$ cat config.mk
export PLATFORM = sky130hd
export DESIGN_NAME = seg_scan_driver
export DESIGN_NICKNAME = d
export VERILOG_FILES = /design/src/rtl/seg_scan_driver_pkg.sv /design/src/rtl/seg_scan_driver_seg_decode.sv /design/src/rtl/seg_scan_driver.sv
export SDC_FILE = /design/constraint.sdc
export NUM_CORES = 1
export LEC_CHECK = 0
export CAP_MARGIN = 25
export CORE_ASPECT_RATIO = 0.5
export CORE_MARGIN = 2
export CORE_UTILIZATION = 38
export DETAILED_ROUTE_END_ITERATION = 6
export GPL_TIMING_DRIVEN = 0
export MAX_ROUTING_LAYER = met4
export PLACE_DENSITY = 0.68
export REMOVE_ABC_BUFFERS = 1
export SLEW_MARGIN = 30
export SYNTH_ARGS = -nofsm -noshare
export SYNTH_HDL_FRONTEND = slang
export SYNTH_SLANG_ARGS = --single-unit
$ cat constraint.sdc
create_clock -name cp -period 6.4 [get_ports cp]
set_clock_uncertainty 0.15 [all_clocks]
set_input_delay 0.96 -clock cp [delete_from_list [all_inputs] [get_ports cp]]
set_output_delay 0.96 -clock cp [all_outputs]
set_load 0.005 [all_outputs]
$ cat src/rtl/seg_scan_driver_pkg.sv
// Shared constants and helpers for the seven-segment scan driver.
// Segment codes are active-low {dp,g,f,e,d,c,b,a}; dp is always off.
package seg_scan_driver_pkg;

    localparam int NUM_DIGITS = 8;

    localparam logic [7:0] SEG_0     = 8'hC0;
    localparam logic [7:0] SEG_1     = 8'hF9;
    localparam logic [7:0] SEG_2     = 8'hA4;
    localparam logic [7:0] SEG_3     = 8'hB0;
    localparam logic [7:0] SEG_4     = 8'h99;
    localparam logic [7:0] SEG_5     = 8'h92;
    localparam logic [7:0] SEG_6     = 8'h82;
    localparam logic [7:0] SEG_7     = 8'hF8;
    localparam logic [7:0] SEG_8     = 8'h80;
    localparam logic [7:0] SEG_9     = 8'h90;
    localparam logic [7:0] SEG_BLANK = 8'hFF;

    // Scan position of each field on the panel, right to left.
    localparam logic [2:0] POS_R_ONES  = 3'd0;
    localparam logic [2:0] POS_R_TENS  = 3'd1;
    localparam logic [2:0] POS_BLANK_R = 3'd2;
    localparam logic [2:0] POS_M_ONES  = 3'd3;
    localparam logic [2:0] POS_M_TENS  = 3'd4;
    localparam logic [2:0] POS_BLANK_M = 3'd5;
    localparam logic [2:0] POS_L_ONES  = 3'd6;
    localparam logic [2:0] POS_L_TENS  = 3'd7;

    typedef struct packed {
        logic [5:0] left;
        logic [5:0] middle;
        logic [5:0] right;
    } snap_t;

    typedef struct packed {
        logic [3:0] tens;
        logic [3:0] ones;
    } bcd_t;

    function automatic bcd_t to_bcd(input logic [5:0] v);
        bcd_t r;
        r.tens = 4'(v / 6'd10);
        r.ones = 4'(v % 6'd10);
        return r;
    endfunction

endpackage

$ cat src/rtl/seg_scan_driver_seg_decode.sv
// seg_decode: BCD digit plus blank flag to active-low segment pattern.
// Purely combinational; out-of-range digits render blank.
module seg_decode
    import seg_scan_driver_pkg::*;
(
    input  logic [3:0] digit,
    input  logic       blank,
    output logic [7:0] seg
);

    always_comb begin
        seg = SEG_BLANK;
        if (!blank) begin
            case (digit)
                4'd0:    seg = SEG_0;
                4'd1:    seg = SEG_1;
                4'd2:    seg = SEG_2;
                4'd3:    seg = SEG_3;
                4'd4:    seg = SEG_4;
                4'd5:    seg = SEG_5;
                4'd6:    seg = SEG_6;
                4'd7:    seg = SEG_7;
                4'd8:    seg = SEG_8;
                4'd9:    seg = SEG_9;
                default: seg = SEG_BLANK;
            endcase
        end
    end

endmodule

$ cat src/rtl/seg_scan_driver.sv
// seg_scan_driver: 8-digit multiplexed seven-segment scanner plus blinking LED driver (LEADING_ZERO_BLANK_EN blanks zero tens digits).
// Latency: LEDs 1 cycle, displayed values up to one frame (8*SCAN_DIV); no backpressure, inputs are sampled freely.
module seg_scan_driver
    import seg_scan_driver_pkg::*;
#(
    parameter int SCAN_DIV  = 50000,
    parameter int BLINK_DIV = 25000000
) (
    input  logic       cp,
    input  logic       rst,
    input  logic [5:0] showLeft,
    input  logic [5:0] showMiddle,
    input  logic [5:0] showRight,
    input  logic [9:0] LEDMsg,
    input  logic [2:0] shinning,
    output logic [7:0] digitSel,
    output logic [7:0] segOut,
    output logic [9:0] ledOut
);

    localparam int SCAN_W  = $clog2(SCAN_DIV);
    localparam int BLINK_W = $clog2(BLINK_DIV);
`ifdef LEADING_ZERO_BLANK_EN
    localparam bit LZ_BLANK = 1'b1;
`else
    localparam bit LZ_BLANK = 1'b0;
`endif

    logic [SCAN_W-1:0]  scan_cnt_q,  scan_cnt_d;
    logic [2:0]         scan_idx_q,  scan_idx_d;
    logic [BLINK_W-1:0] blink_cnt_q, blink_cnt_d;
    logic               blink_on_q,  blink_on_d;
    snap_t              snap_q,      snap_d;
    logic [7:0]         digit_sel_q, digit_sel_d;
    logic [7:0]         seg_q,       seg_d;
    logic [9:0]         led_q,       led_d;

    logic       scan_tc;
    logic       blink_tc;
    bcd_t       l_bcd, m_bcd, r_bcd;
    logic [3:0] dec_digit;
    logic       dec_blank;
    logic [7:0] dec_seg;
    logic [9:0] blink_mask;

    // The wrap edge decodes digit 0 from the freshly captured snapshot so
    // that no frame ever mixes old and new values.
    always_comb begin
        scan_tc    = (scan_cnt_q == SCAN_W'(SCAN_DIV - 1));
        scan_cnt_d = scan_tc ? '0 : scan_cnt_q + SCAN_W'(1);
        scan_idx_d = scan_tc ? scan_idx_q + 3'd1 : scan_idx_q;
        snap_d     = snap_q;
        if (scan_tc && (scan_idx_q == 3'(NUM_DIGITS - 1))) begin
            snap_d = {showLeft, showMiddle, showRight};
        end

        l_bcd = to_bcd(snap_d.left);
        m_bcd = to_bcd(snap_d.middle);
        r_bcd = to_bcd(snap_d.right);

        dec_digit = 4'd0;
        dec_blank = 1'b1;
        case (scan_idx_d)
            POS_R_ONES: begin dec_digit = r_bcd.ones; dec_blank = 1'b0; end
            POS_R_TENS: begin dec_digit = r_bcd.tens; dec_blank = LZ_BLANK && (r_bcd.tens == 4'd0); end
            POS_M_ONES: begin dec_digit = m_bcd.ones; dec_blank = 1'b0; end
            POS_M_TENS: begin dec_digit = m_bcd.tens; dec_blank = LZ_BLANK && (m_bcd.tens == 4'd0); end
            POS_L_ONES: begin dec_digit = l_bcd.ones; dec_blank = 1'b0; end
            POS_L_TENS: begin dec_digit = l_bcd.tens; dec_blank = LZ_BLANK && (l_bcd.tens == 4'd0); end
            POS_BLANK_R, POS_BLANK_M: dec_blank = 1'b1;
            default: dec_blank = 1'b1;
        endcase
    end

    seg_decode u_seg_decode (
        .digit (dec_digit),
        .blank (dec_blank),
        .seg   (dec_seg)
    );

    always_comb begin
        digit_sel_d = scan_tc ? ~(8'd1 << scan_idx_d) : digit_sel_q;
        seg_d       = scan_tc ? dec_seg : seg_q;

        blink_tc    = (blink_cnt_q == BLINK_W'(BLINK_DIV - 1));
        blink_cnt_d = blink_tc ? '0 : blink_cnt_q + BLINK_W'(1);
        blink_on_d  = blink_tc ? ~blink_on_q : blink_on_q;

        // shinning = s selects LED 7-s; LEDs 8 and 9 are never selected.
        blink_mask  = {2'b00, 8'h80 >> shinning};
        led_d       = LEDMsg & ~(blink_on_q ? 10'h000 : blink_mask);
    end

    always_ff @(posedge cp) begin
        if (rst) begin
            scan_cnt_q  <= '0;
            scan_idx_q  <= '0;
            blink_cnt_q <= '0;
            blink_on_q  <= 1'b1;
            snap_q      <= '0;
            digit_sel_q <= 8'hFF;
            seg_q       <= SEG_BLANK;
            led_q       <= 10'h000;
        end else begin
            scan_cnt_q  <= scan_cnt_d;
            scan_idx_q  <= scan_idx_d;
            blink_cnt_q <= blink_cnt_d;
            blink_on_q  <= blink_on_d;
            snap_q      <= snap_d;
            digit_sel_q <= digit_sel_d;
            seg_q       <= seg_d;
            led_q       <= led_d;
        end
    end

    assign digitSel = digit_sel_q;
    assign segOut   = seg_q;
    assign ledOut   = led_q;

endmodule

==> metrics.md, run 1 <==
| Metric | Value |
|---|---|
| Internal power | `0.854 mW` |
| Worst vdd ir | `0.000102 V` |
| Slew HR | `41.8%` |
| CP Capture Type | `flop` |
| Setup-failing EPs final | `0` |
| Vias | `3845` |
| Final instance area | `5580 µm²` |
| Tcrit/Tclk final | `90.4%` |
| Pre-CTS setup slack | `0.678 ns` |
| Setup TNS | `0 ns` |
| Synth warn | `0` |
| Cts repair resizes | `0` |
| Worst min path class | `reg2reg` |
| Fillers | `1189` |
| Largest cells by area after synthesis | `dfxtp_1, nor2_1, mux2i_1` |
| Area grow syn2layout | `21.2%` |
| GRT Resource Usage Total | `16.0%` |
| N_diodes | `0` |
| CTS tree | `built` |
| Top-count cell post-synth | `dfxtp_1` |
| FF-to-FF setup slack | `0.61 ns` |
| Setup WS post-layout | `0.614 ns` |
| Non-filler cells in the finished layout | `747` |
| Final Hold Fails | `0` |
| Share of cells above drive strength 1 | `8.59%` |
| Hold_ws | `0.300 ns` |
| Register area | `1760 µm²` |
| Mux contribution to synthesized area | `9.76%` |
| Post-CTS Hold Fix Bufs | `0` |
| Max cap viols | `0` |
| Top FF cell, synth | `dfxtp_1` |
| Register area share after synthesis | `38.3%` |
| Worst EP arrival | `5.85 ns` |
| Final net count | `622` |
| Post-synth EDFFs | `0` |
| Vias in the first global route | `3515` |
| Post-Syn Area per Cell | `8.71 µm²` |
| Synth Area in Compound Gates | `13.5%` |
| Area of the multi-input gates | `2680 µm²` |
| Detailed-router iteration count before antenna repair | `4` |
| Critical Path RT | `6.46 ns` |
| Final min period | `5.79 ns` |
| Cell row count | `28` |
| Die width | `160 µm` |
| NetSw | `0.224 mW` |
| Adder-Cell Fraction of Synth Area | `3.21%` |
| Core Footprint | `11800 µm²` |
| Cells after Synth | `528` |
| Fin util | `47.2%` |
| Critical Path Start Type | `flop` |
| GRT overflow | `0` |
| Drt wl/cell | `13.1 µm` |
| #FFs+latches synth | `88` |
| Detailed Route WL | `9770 µm` |
| Leakage power | `2.17 nW` |
| Simple-Gate Fraction of Synth Area | `24.2%` |
| Achievable Freq | `173 MHz` |
| Post-DP Area | `5310 µm²` |
| GPL Wtd Cong | `0.878` |
| Antenna Violating Nets Remaining | `0` |
| P per Cell Area | `193 nW/µm²` |
| Gate power share | `4.5%` |
| CTS H-tree lvls | `3` |
| Synth Cell Area | `4600 µm²` |
| Most common library cells after synthesis | `dfxtp_1, nor2_1, a21oi_1, nand3_1, nand2_1` |
| Clk_lat worst skew | `0.33 ns` |
| Die Span Y | `81.8 µm` |
| RSZ-0062 raised after global routing | `false` |
| I/O pins | `59` |
| Pin count of the biggest net entering global routing | `45` |
| Largest family of logic cells by synthesized area | `simple AND/OR/NAND/NOR gates` |
| DPL Wire Length | `7030 µm` |
| Post-CTS Repair Setup Buffers | `0` |
| Pwr Total | `1.08 mW` |
| TritonCTS Buffers | `9` |
| Slew Limit Fails | `0` |
| Initial antenna violation count | `0` |
| Netlist cell types | `67` |
| CP max FO | `18` |
| Port-buffer cells | `57` |
| Post-Synth XOR/XNOR Area | `7.23%` |
| Net switching share of the total power | `20.8%` |
| Starting Density | `39.0%` |
| Die footprint | `13100 µm²` |
| Vias per inst | `5.15` |
| CTS clock-pin slew for the worst setup and hold paths | `0.06 ns` |
| First-pass GRT wire length | `16500 µm` |
| Iteration-0 DRC Markers | `182` |
| Dominant cell type by area after synthesis | `dfxtp_1` |
| Part of the power in registers | `51.7%` |
| Share of the synthesized area in the top cell type | `38.3%` |
| Clock power share | `43.8%` |
| Status | `finished, final reports clean` |
| Async SR Flop Fraction | `0%` |
| Drt drc | `0` |
| Clock Path Buffers | `2` |
| Setup CP Type | `reg2reg` |
| Worst-Margin Slew | `0.874 ns` |
| Root Driver | `clkbuf_16` |
| Placed Cells | `731` |
| Clock Sink Count | `88` |
kinds of logic after synthesis:
family,count (synthesis)
AO/OA/AOI/OAI,94
XOR/XNOR,38
adder cells (fa/ha/maj),12
buffers and inverters,39
flip-flops,88
multiplexers,41
other,1
AND/OR/NAND/NOR,215
power groups by stage:
stage	sequential [mW]	combinational [mW]	clock [mW]
floorplan	0.570	0.0135	0
global placement	0.570	0.0488	0
detailed placement	0.570	0.0487	0
CTS	0.558	0.0490	0.488
global route	0.558	0.0528	0.514
finish	0.558	0.0481	0.472
cell usage in the layout (no fill, tap or decap), types with 13 or more instances in the layout:
cell type and instances:
nand3_1 24, xnor2_1 18, nor2_1 83, xor2_1 20, mux2i_1 22, a21oi_1 34, mux2_2 17, inv_1 13
nand2_1 23, clkdlybuf4s50_1 56, nand2b_1 16, dfxtp_1 88, o21ai_0 16
cell type report:
| type | instances | area share, % |
|---|---|---|
| clock buffers | 12 | 4.42 |
| clock inverters | 3 | 0.337 |
| inverters | 13 | 0.875 |
| multi-input cells | 401 | 48.0 |
| flip-flops and latches | 88 | 31.6 |
| well taps | 165 | 3.70 |
| repair buffers | 65 | 11.1 |
registers in the layout (all words and copies together), names as in the netlist:
register,flops
blink_cnt_q,25
blink_on_q,1
snap_q,18
digitSel,8
ledOut,10
scan_idx_q,3
scan_cnt_q,16
segOut,7
worst max-delay path, cell delays in order (launching register included):
cell	delay, ns
dfxtp_1	0.33
or4b_1	0.60
or4_1	0.87
mux2_2	0.46
a222oi_1	0.75
buf_2	0.31
ha_1	0.29
or4b_1	0.56
a22o_1	0.24
a31oi_2	0.26
mux2i_4	0.41
xnor2_1	0.17
and3_4	0.20
nor3_2	0.04
routing by layer:
| metal | global-route usage [%] | part of all wire [%] |
|---|---|---|
| met5 | - | 0 |
| met4 | 4.82 | 1.5 |
| met3 | 4.39 | 3.5 |
| met2 | 27.1 | 47 |
| met1 | 19.1 | 48 |
worst paths after layout:
kind,start,endpoint,cells after the start
max,scan_cnt_q[7],segOut[6],13
min,scan_cnt_q[0],scan_cnt_q[0],1
max reg2reg,scan_cnt_q[7],segOut[6],13
min reg2reg,scan_cnt_q[0],scan_cnt_q[0],1
Note: power is estimated with default switching activity, not from simulation.
==> run 2: changes to the inputs <==
--- a/config.mk
+++ b/config.mk
@@ -12,7 +12,8 @@
 export DETAILED_ROUTE_END_ITERATION = 6
 export GPL_TIMING_DRIVEN = 0
 export MAX_ROUTING_LAYER = met4
-export PLACE_DENSITY = 0.68
+export PLACE_DENSITY = 0.6
+export RECOVER_POWER = 25
 export REMOVE_ABC_BUFFERS = 1
 export SLEW_MARGIN = 30
 export SYNTH_ARGS = -nofsm -noshare
==> constraint.sdc (replaced) <==
create_clock -name cp -period 7 [get_ports cp]
set_clock_uncertainty 0.15 [all_clocks]
set_input_delay 1.05 -clock cp [delete_from_list [all_inputs] [get_ports cp]]
set_output_delay 1.05 -clock cp [all_outputs]
set_load 0.005 [all_outputs]
==> run 2 against run 1 <==
- fmax grew 2.9%
- sequential power shrank 8.6%
- non-clock buffer count grew 2
- hold slack gained 0.0082 ns
- global-route usage grew 0.81 points
- wire length grew 1.7%
- core utilization grew 0.15 points
- clock power shrank 4.7%
- critical path type unchanged
==> metrics.md, run 2 (synthesized netlist as in run 1, its figures left out) <==
| Metric | Value |
|---|---|
| Port-buffer cells | `57` |
| Post-CTS Repair Setup Buffers | `0` |
| N_diodes | `0` |
| Vias per inst | `5.10` |
| Worst EP arrival | `5.69 ns` |
| Status | `finished, final reports clean` |
| Detailed-router iteration count before antenna repair | `5` |
| P per Cell Area | `179 nW/µm²` |
| Worst vdd ir | `0.000113 V` |
| Fillers | `1200` |
| Drt wl/cell | `13.2 µm` |
| Pwr Total | `1.00 mW` |
| Drt drc | `0` |
| Clk_lat worst skew | `0.34 ns` |
| GRT overflow | `0` |
| Setup-failing EPs final | `0` |
| Max cap viols | `0` |
| Initial antenna violation count | `0` |
| Achievable Freq | `178 MHz` |
| Most frequent cells in the layout | `dfxtp_1, nor2_1, clkdlybuf4s50_1, a21oi_1, nand3_1` |
| Final min period | `5.62 ns` |
| DPL Wire Length | `7120 µm` |
| GRT Resource Usage Total | `16.8%` |
| Hold_ws | `0.308 ns` |
| First-pass GRT wire length | `17100 µm` |
| Vias in the first global route | `3587` |
| RSZ-0062 raised after global routing | `false` |
| Leakage power | `2.17 nW` |
| CTS clock-pin slew for the worst setup and hold paths | `0.06 ns` |
| Critical Path Start Type | `flop` |
| Top Registers | `blink_cnt_q (25), snap_q (18), scan_cnt_q (16)` |
| Core Footprint | `11800 µm²` |
| CTS H-tree lvls | `3` |
| Die width | `160 µm` |
| Root Driver | `clkbuf_16` |
| Slew Limit Fails | `0` |
| Setup WS post-layout | `1.38 ns` |
| Area grow syn2layout | `21.6%` |
| TritonCTS Buffers | `9` |
| Tcrit/Tclk final | `80.3%` |
| Antenna Violating Nets Remaining | `0` |
| Slew HR | `7.46%` |
| FF-to-FF setup slack | `1.38 ns` |
| Final net count | `624` |
| Starting Density | `39.0%` |
| Detailed Route WL | `9930 µm` |
| Largest register by flop count | `blink_cnt_q` |
| Die footprint | `13100 µm²` |
| Iteration-0 DRC Markers | `186` |
| Clock Sink Count | `88` |
| Pre-CTS setup slack | `1.40 ns` |
| Worst-Margin Slew | `1.39 ns` |
| Worst min path class | `reg2reg` |
| Cts repair resizes | `0` |
| Setup TNS | `0 ns` |
| Pin count of the biggest net entering global routing | `29` |
| Die Span Y | `81.8 µm` |
| GPL Wtd Cong | `0.825` |
| FF-to-FF path depth | `12` |
| I/O pins | `59` |
| Worst Hold Depth | `1` |
| Share of cells above drive strength 1 | `8.55%` |
| Max reg flops | `25` |
| Vias | `3824` |
| Critical Path RT | `7.07 ns` |
| Cell row count | `28` |
| CTS tree | `built` |
| Post-CTS Hold Fix Bufs | `0` |
| CP max FO | `18` |
| Clock Path Buffers | `2` |
| CP Capture Type | `flop` |
| Final Hold Fails | `0` |
| Most common cell after layout, fill and taps aside | `dfxtp_1` |
| Setup CP Type | `reg2reg` |
[run 2: where the power goes]
| group | switching [mW] | internal (mW) |
|---|---|---|
| combinational | 0.0181 | 0.0262 |
| sequential | 0.00323 | 0.507 |
| clock | 0.199 | 0.251 |
[run 2: final timing paths]
check / endpoint / from
worst min-delay path: scan_cnt_q[0] / scan_cnt_q[0]
worst min register to register: scan_cnt_q[0] / scan_cnt_q[0]
worst max-delay path: segOut[0] / scan_cnt_q[11]
worst max register to register: segOut[0] / scan_cnt_q[11]
[run 2: worst max-delay path, stage by stage, from the launching register on]
cell	delay [ns]
dfxtp_1	0.36
or4b_4	0.58
or4_1	0.85
mux2_2	0.46
a222oi_1	0.62
inv_1	0.20
ha_1	0.38
or4b_1	0.55
a22o_1	0.24
a31oi_2	0.26
mux2i_4	0.41
o21a_1	0.30
o22ai_1	0.12
[run 2: area by class of cell]
| class | instances | area [µm²] | share of cell area [%] |
|---|---|---|---|
| well taps | 165 | 206 | 3.69 |
| flip-flops and latches | 88 | 1760 | 31.5 |
| clock inverters | 4 | 30.0 | 0.537 |
| clock buffers | 12 | 246 | 4.41 |
| inverters | 13 | 48.8 | 0.872 |
| repair buffers | 67 | 623 | 11.1 |
| multi-input cells | 401 | 2680 | 47.9 |
[run 2: through the flow]
step                      cell area [µm²]  cells  utilization [%]
final                                5590    750             47.4
after CTS                            5610    749             47.5
after detailed placement             5340    733             45.2
after global routing                 5590    750             47.4
after floorplan                      4480    502                -
after global placement               5260    724             44.5
[run 2: layer usage]
| layer | global-route usage (%) | routed length (µm) | vias to the layer above |
|---|---|---|---|
| met4 | 5.27 | 163 | 0 |
| met2 | 28.1 | 4500 | 49 |
| li1 | - | - | 1977 |
| met3 | 4.34 | 330 | 14 |
| met1 | 20.4 | 4940 | 1784 |
| met5 | - | 0 | - |
==> run 3: changes to the inputs <==
--- a/config.mk
+++ b/config.mk
@@ -12,7 +12,7 @@
 export DETAILED_ROUTE_END_ITERATION = 6
 export GPL_TIMING_DRIVEN = 0
 export MAX_ROUTING_LAYER = met4
-export PLACE_DENSITY = 0.6
+export PLACE_DENSITY = 0.63
 export RECOVER_POWER = 25
 export REMOVE_ABC_BUFFERS = 1
 export SLEW_MARGIN = 30
==> constraint.sdc (replaced) <==
create_clock -name cp -period 4.89 [get_ports cp]
set_clock_uncertainty 0.15 [all_clocks]
set_input_delay 0.7335 -clock cp [delete_from_list [all_inputs] [get_ports cp]]
set_output_delay 0.7335 -clock cp [all_outputs]
set_load 0.005 [all_outputs]
==> run 3 against run 2 <==
- critical path depth increased by 3
- register-to-register slack got worse by 1.3 ns
- core utilization increased by 3.8 points
- die area unchanged
- final cell count increased by 4.8%
- hold slack got worse by 0.0053 ns
- fmax increased by 17%
- via count increased by 6.2%
- critical endpoint is now segOut[4]
- largest power group unchanged
==> metrics.md, run 3 (synthesized netlist as in run 1, its figures left out) <==
| Metric | Value |
|---|---|
| Pwr Total | `1.48 mW` |
| Worst min path class | `reg2reg` |
| Antenna Violating Nets Remaining | `0` |
| Clock Sink Count | `88` |
| CP max FO | `8` |
| Setup CP Type | `reg2reg` |
| CTS tree | `built` |
| Starting Density | `39.0%` |
| Final min period | `4.82 ns` |
| Largest register by flop count | `blink_cnt_q` |
| Crit-path slowest cell | `or4_4` |
| N_diodes | `0` |
| P per Cell Area | `245 nW/µm²` |
| Detailed-router iteration count before antenna repair | `7` |
| Cell row count | `28` |
| Initial antenna violation count | `0` |
| Non-filler cells in the finished layout | `786` |
| Post-CTS Hold Fix Bufs | `0` |
| Max cap viols | `0` |
| Pin count of the biggest net entering global routing | `26` |
| Die Span Y | `81.8 µm` |
| Most common cell after layout, fill and taps aside | `nor2_1` |
| Vias per inst | `5.17` |
| GRT overflow | `0` |
| Top Registers | `blink_cnt_q (25), snap_q (18), scan_cnt_q (16)` |
| Worst-Margin Slew | `0.992 ns` |
| Tcrit/Tclk final | `98.5%` |
| Worst path bufs/invs | `3` |
| First-pass GRT wire length | `17900 µm` |
| Status | `finished, final reports clean` |
| Crit path cell chain | `or4b_4, or4_4, buf_6, mux2_4, a222oi_1, buf_4, inv_4, ha_4, or4b_4, a22o_4, a31oi_4, mux2i_4, mux2i_1, mux2i_1, a21oi_1` |
| Clock Path Buffers | `2` |
| GPL Wtd Cong | `0.869` |
| Max reg flops | `25` |
| Slew Limit Fails | `0` |
| TritonCTS Buffers | `9` |
| Most frequent cells in the layout | `nor2_1, dfxtp_1, clkdlybuf4s50_1, buf_4, a21oi_1` |
| Die footprint | `13100 µm²` |
| CP Capture Type | `flop` |
| Iteration-0 DRC Markers | `234` |
| RSZ-0062 raised after global routing | `true` |
| Vias | `4060` |
| Die width | `160 µm` |
| CTS clock-pin slew for the worst setup and hold paths | `0.06 ns` |
| Drt drc | `0` |
| Worst vdd ir | `0.000174 V` |
| Root Driver | `clkbuf_16` |
| Pre-CTS setup slack | `-1.02 ns` |
| Drt wl/cell | `14.0 µm` |
| DPL Wire Length | `7130 µm` |
| Worst EP arrival | `4.93 ns` |
| CTS H-tree lvls | `3` |
| GRT Resource Usage Total | `17.5%` |
| Core Footprint | `11800 µm²` |
| Detailed Route WL | `11000 µm` |
| Leakage power | `2.42 nW` |
| Setup WS post-layout | `0.0746 ns` |
| Final net count | `660` |
| Largest stage delay, worst path | `0.62 ns` |
| I/O pins | `59` |
| Final Hold Fails | `0` |
| Setup TNS | `0 ns` |
| Clk_lat worst skew | `0.34 ns` |
| Placed Cells | `732` |
| Area grow syn2layout | `31.3%` |
| Delay-heaviest family, CP | `simple AND/OR/NAND/NOR gates` |
| Critical Path Start Type | `flop` |
| Fin util | `51.2%` |
| Slew HR | `33.9%` |
| Share of cells above drive strength 1 | `17.2%` |
| Setup-failing EPs final | `0` |
| Achievable Freq | `208 MHz` |
| Critical Path RT | `5.01 ns` |
| Port-buffer cells | `57` |
| Vias in the first global route | `3684` |
## run 3: what timing repair did
action,CTS,global route
buffers inserted,20,18
gates cloned,1,0
setup endpoints to repair,7,7
pin swaps,9,11
gates resized for setup,16,19
## run 3: worst register-to-register path: stages (launching register included)
cell and delay, ns:
dfxtp_4 0.35, or4b_4 0.53, or4_4 0.62, buf_6 0.15
mux2_4 0.30, a222oi_1 0.33, buf_4 0.22, inv_4 0.06
ha_4 0.22, or4b_4 0.53, a22o_4 0.25, a31oi_4 0.19
mux2i_4 0.37, mux2i_1 0.23, mux2i_1 0.10, a21oi_1 0.14
## run 3: area by class of cell
| class | instances | area [µm²] |
|---|---|---|
| Clock buffer | 10 | 229 |
| Fill cell | 1118 | 5760 |
| Tap cell | 165 | 206 |
| Clock inverter | 6 | 66.3 |
| Timing Repair Buffer | 102 | 932 |
| Multi-Input combinational cell | 402 | 2780 |
| Inverter | 13 | 51.3 |
| Sequential cell | 88 | 1770 |
## run 3: report_power, final
part,switching (mW),total [mW],leakage [nW],internal [mW]
clock network,0.287,0.686,0.147,0.399
registers,0.00446,0.728,0.717,0.724
logic,0.0258,0.0643,1.55,0.0385
## run 3: worst paths after layout
check | to | cells past startpoint | from | slack (ns)
hold reg to reg | scan_cnt_q[0] | 1 | scan_cnt_q[0] | 0.30
hold / removal | scan_cnt_q[0] | 1 | scan_cnt_q[0] | 0.30
setup reg to reg | segOut[4] | 15 | scan_cnt_q[5] | 0.07
setup / recovery | segOut[4] | 15 | scan_cnt_q[5] | 0.07
## run 3: per-layer routing
layer  routed length, µm  share of wire (%)  up-vias  track usage (%)
met3                 470                4.3       17             4.09
met1                5130                 47     1920             21.1
li1                    -                  -     2047                -
met4                 159                1.4        0             5.45
met2                5210                 47       76             29.7
met5                   0                  0        -                -
## run 3: through the flow
stage               cell area, µm²  hold slack (ns)
floorplan                     4480            0.268
global placement              5260            0.284
detailed placement            5330            0.292
CTS                           5860            0.305
global route                  6040            0.340
finish                        6040            0.302
